<file path="config.mk">
export PLATFORM = sky130hd
export DESIGN_NAME = prio_deco
export DESIGN_NICKNAME = d
export VERILOG_FILES = /design/src/rtl/prio_deco.sv
export SDC_FILE = /design/constraint.sdc
export NUM_CORES = 1
export LEC_CHECK = 0
export ABC_AREA = 1
export CORE_MARGIN = 2
export CORE_UTILIZATION = 48
export CTS_CLUSTER_DIAMETER = 120
export DETAILED_ROUTE_END_ITERATION = 10
export GPL_ROUTABILITY_DRIVEN = 0
export MAX_ROUTING_LAYER = met4
export PLACE_DENSITY = 0.77
export SLEW_MARGIN = 20
export SYNTH_ARGS = -nofsm -noshare
export SYNTH_HDL_FRONTEND = slang
export SYNTH_SLANG_ARGS = --single-unit
</file>
<file path="constraint.sdc">
create_clock -name clk -period 1.64 [get_ports clk]
set_input_delay 0.41 -clock clk [delete_from_list [all_inputs] [get_ports clk]]
set_output_delay 0.41 -clock clk [all_outputs]
set_load 0.01 [all_outputs]
</file>
<file path="src/rtl/prio_deco.sv">
// Sequential grant decoder: accepts an encoded 2-bit request index over valid/ready
// and holds a registered one-hot grant until the matching ack arrives or TIMEOUT expires.
module prio_deco #(
  parameter int TIMEOUT = 16
) (
  input  logic       clk,
  input  logic       rst_n,
  input  logic       in_valid,
  input  logic [1:0] in_idx,
  output logic       in_ready,
  input  logic [3:0] ack,
  output logic [3:0] grant,
  output logic       busy,
  output logic       timeout,
  output logic [7:0] grant_cnt,
  output logic [1:0] dbg_state
);

  localparam int CW = (TIMEOUT > 1) ? $clog2(TIMEOUT) : 1;

  typedef enum logic [1:0] {
    S_IDLE  = 2'd0,
    S_GRANT = 2'd1,
    S_COOL  = 2'd2
  } state_t;

  // Handshake: a request transfers on the rising edge where in_valid && in_ready;
  // the source must hold in_idx stable while in_valid=1 and in_ready=0.

  state_t          r_state, w_state_nxt;
  logic [1:0]      r_idx, w_idx_nxt;
  logic [CW-1:0]   r_cnt, w_cnt_nxt;
  logic [3:0]      r_grant, w_grant_nxt;
  logic            r_busy;
  logic            r_timeout, w_timeout_nxt;
  logic [7:0]      r_grant_cnt, w_grant_cnt_nxt;
  logic            w_ack_hit;
  logic            w_limit;

  assign w_ack_hit = ack[r_idx];
  assign w_limit   = (r_cnt == CW'(TIMEOUT - 1));

  always_comb begin
    w_state_nxt     = r_state;
    w_idx_nxt       = r_idx;
    w_cnt_nxt       = r_cnt;
    w_grant_nxt     = r_grant;
    w_timeout_nxt   = 1'b0;
    w_grant_cnt_nxt = r_grant_cnt;
    case (r_state)
      S_IDLE: begin
        w_grant_nxt = 4'b0000;
        if (in_valid) begin
          w_state_nxt = S_GRANT;
          w_idx_nxt   = in_idx;
          w_cnt_nxt   = '0;
          case (in_idx)
            2'd0:    w_grant_nxt = 4'b0001;
            2'd1:    w_grant_nxt = 4'b0010;
            2'd2:    w_grant_nxt = 4'b0100;
            default: w_grant_nxt = 4'b1000;
          endcase
        end
      end
      S_GRANT: begin
        // Ack takes priority over the limit when both land on the same edge.
        if (w_ack_hit) begin
          w_state_nxt     = S_COOL;
          w_grant_nxt     = 4'b0000;
          w_grant_cnt_nxt = r_grant_cnt + 8'd1;
        end else if (w_limit) begin
          w_state_nxt   = S_COOL;
          w_grant_nxt   = 4'b0000;
          w_timeout_nxt = 1'b1;
        end else begin
          w_cnt_nxt = r_cnt + CW'(1);
        end
      end
      S_COOL: begin
        w_state_nxt = S_IDLE;
        w_grant_nxt = 4'b0000;
      end
      default: begin
        w_state_nxt = S_IDLE;
        w_grant_nxt = 4'b0000;
      end
    endcase
  end

  always_ff @(posedge clk or negedge rst_n) begin
    if (!rst_n) begin
      r_state     <= S_IDLE;
      r_idx       <= 2'd0;
      r_cnt       <= '0;
      r_grant     <= 4'b0000;
      r_busy      <= 1'b0;
      r_timeout   <= 1'b0;
      r_grant_cnt <= 8'd0;
    end else begin
      r_state     <= w_state_nxt;
      r_idx       <= w_idx_nxt;
      r_cnt       <= w_cnt_nxt;
      r_grant     <= w_grant_nxt;
      r_busy      <= (w_state_nxt != S_IDLE);
      r_timeout   <= w_timeout_nxt;
      r_grant_cnt <= w_grant_cnt_nxt;
    end
  end

  assign in_ready  = (r_state == S_IDLE);
  assign grant     = r_grant;
  assign busy      = r_busy;
  assign timeout   = r_timeout;
  assign grant_cnt = r_grant_cnt;
  assign dbg_state = r_state;

endmodule
</file>
==> flow_summary.ini <==
[place]
hpwl_um = 1790
portBuffers = 25
placed_cell_area_mm2 = 0.00139

[worst_setup_path]
critPathBufInv = 1
cp_cell_sequence = clkdlybuf4s50_1
rrSetupSlack_ns = 0.30
crit_fanout = 1
critPathLaunchType = flop
required_ns = 1.23
critical_path.top_delay_family = buffers and inverters
end_kind = primary output
worstPathArrival_ns = 1.16
critPathMaxStageDelay_ns = 0.52
crit_type = reg2out
critical_path.slowest_cell = clkdlybuf4s50_1

[yosys]
ys_ff_latch = 22
synth_seq_area_share = 0.502
postSynthAreaPerCell_um2 = 8.50
synth_fp_nets = 140
synth_area_mm2 = 0.00110
synth_top_cell_by_area = dfrtp_1
yosysTopAreaCellShare = 0.502
synthTopCellsByArea = dfrtp_1 (50%), nand2_1 (14%), inv_1 (5.5%)
syn_inst = 129
yosysWarningCount = 0
ys_types = 21

[power_and_ir_drop]
pwr-share-seq = 0.360
p_sw_uw = 906
sw_frac_of_total = 0.415
power.internal_uw = 1280
max-vdd-ir-drop_mv = 0.818
clockPowerShare = 0.112
p_leak_uw = 0.000891
power_density_mw_per_mm2 = 1470
pwr-share-comb = 0.528

[detailed_routing]
ant_nets = 0
drt_first_iter_violations = 9
firstDrtPassIters = 4
vias = 962
viasPerCell = 4.91
drt-total-wl_um = 2430
wl_per_cell_um = 12.4
drc = 0

[timing]
max_slew_margin = 0.809
finalSetupViolations = 0
post-route-min-period_ns = 1.57
final.setup.tns_ns = 0
worst_pin_slew_ns = 0.287
rsz0062_at_grt = false
maxSlewViolCount = 0
final_hold_viol_count = 0
fmax_mhz = 636
clock_skew_ns = 0.00445
post-route-period-util = 0.958

[global_routing]
grt_pass1_vias = 1014
antenna_found_initial = 0
grt_usage = 0.226
gr-total-overflow = 0
grt_first_pass_wirelength_um = 4260
grt_max_degree = 23

[final_layout]
drive_above_1_share = 0.179
final_area_mm2 = 0.00149
final_common_cell = nand2_1
final_cell_mix = nand2_1 (41), dfrtp_1 (22), inv_1 (16)
syn_to_final_growth_pct = 35.8
fin_nets = 181
antenna_cells = 0

[clock_tree]
cts-root-buf = clkbuf_4
path_clk_slew_ns = 0.12
clockBufferDepth = 2
cts_tree = built
clock-sinks = 22
h-tree-depth = 1
cts_hold_buf = 0
cts_buffers = 3
clk_latency_ns = 0.31

[die]
num_io_pins = 26
rows = 17
core_mm2 = 0.00219
die_y_um = 51.8
dieArea_mm2 = 0.00268
initial_core_util = 0.500
fp.dieW_um = 51.8

[job]
cap_viol_max_count = 0

[run_status]
status = finished, final reports clean

[hold_path]
min_path_type = in2async
==> final timing paths <==
| kind | cells after the start | start | end |
|---|---|---|---|
| max | 1 | busy | busy |
| max reg2reg | 8 | r_cnt[0] | r_cnt[1] |
| min | 2 | rst_n | grant_cnt[1] |
| min reg2reg | 2 | grant_cnt[6] | grant_cnt[6] |
| min in group clk | 2 | grant_cnt[6] | grant_cnt[6] |
| max in group asynchronous | 2 | rst_n | grant_cnt[3] |
==> flip-flops by register name, summed over array words and instances (netlist names) <==
name       flops
timeout        1
grant          4
r_cnt          4
busy           1
dbg_state      2
grant_cnt      8
r_idx          2
==> cells in the mapped netlist (all sizes together) <==
| cell type | n |
|---|---|
| xnor2 | 2 |
| clkinv | 1 |
| xor2 | 2 |
| o22ai | 4 |
| inv | 19 |
| nor2 | 10 |
| nand3 | 12 |
| o21ai | 6 |
| dfrtp | 22 |
| nor3 | 2 |
| buf | 1 |
| nand3b | 1 |
| nand2 | 45 |
| ha | 2 |
==> metal layers <==
metal  global-route usage  routed length [um]
met1                0.249                 958
met2                0.415                1310
met3               0.0259                 121
met4               0.0877                  39
met5                    -                   0
==> cells by family (layout without fill, tap and decap cells) <==
family,Yosys count,after routing,share of synthesized area
AND/OR/NAND/NOR,70,70,0.309
buffers and inverters,21,60,0.0833
flip-flops,22,22,0.502
AO/OA/AOI/OAI,10,10,0.0502
adder cells (fa/ha/maj),2,2,0.0228
XOR/XNOR,4,4,0.0320
==> stage by stage <==
stage | power [uW] | hold slack [ns] | utilization | instances | worst slack (ns)
floorplan | 1470 | 0.114 | - | 129 | 0.459
global placement | 1850 | 0.504 | 0.636 | 184 | 0.0779
detailed placement | 1900 | 0.513 | 0.636 | 184 | 0.0188
CTS | 2200 | 0.458 | 0.670 | 196 | 0.00696
global route | 2360 | 0.461 | 0.680 | 196 | 0.0132
finish | 2180 | 0.448 | 0.680 | 196 | 0.0682
==> worst register-to-register path, cell delays in order (launching register included) <==
cell	delay [ns]
dfrtp_1	0.43
ha_1	0.23
nand2_1	0.07
inv_1	0.05
nand2_1	0.13
nand3_4	0.16
nand2_4	0.12
nand2_1	0.05
nand2_1	0.05
==> power by group through the flow <==
stage	Combinational, uW	Clock [uW]	Sequential [uW]
after floorplan	605	0	865
after detailed placement	1060	0	843
after CTS	1170	249	785
after global placement	1020	0	828
after global routing	1280	271	803
final	1150	245	787
==> final cells by class <==
cell class                      count  area (um^2)
Inverter                           20         80.1
Tap cell                           28         35.0
Fill cell                         189          702
Clock buffer                        3         22.5
Multi-Input combinational cell     86          454
Timing Repair Buffer               37          347
Sequential cell                    22          551
==> repair_timing <==
action | in CTS | in global routing
setup buffers | 9 | 0
resized for setup | 11 | 8
endpoints found under the setup margin | 13 | 8
endpoints found under the hold margin | 0 | 0
Power figures use the tool's default switching activity.
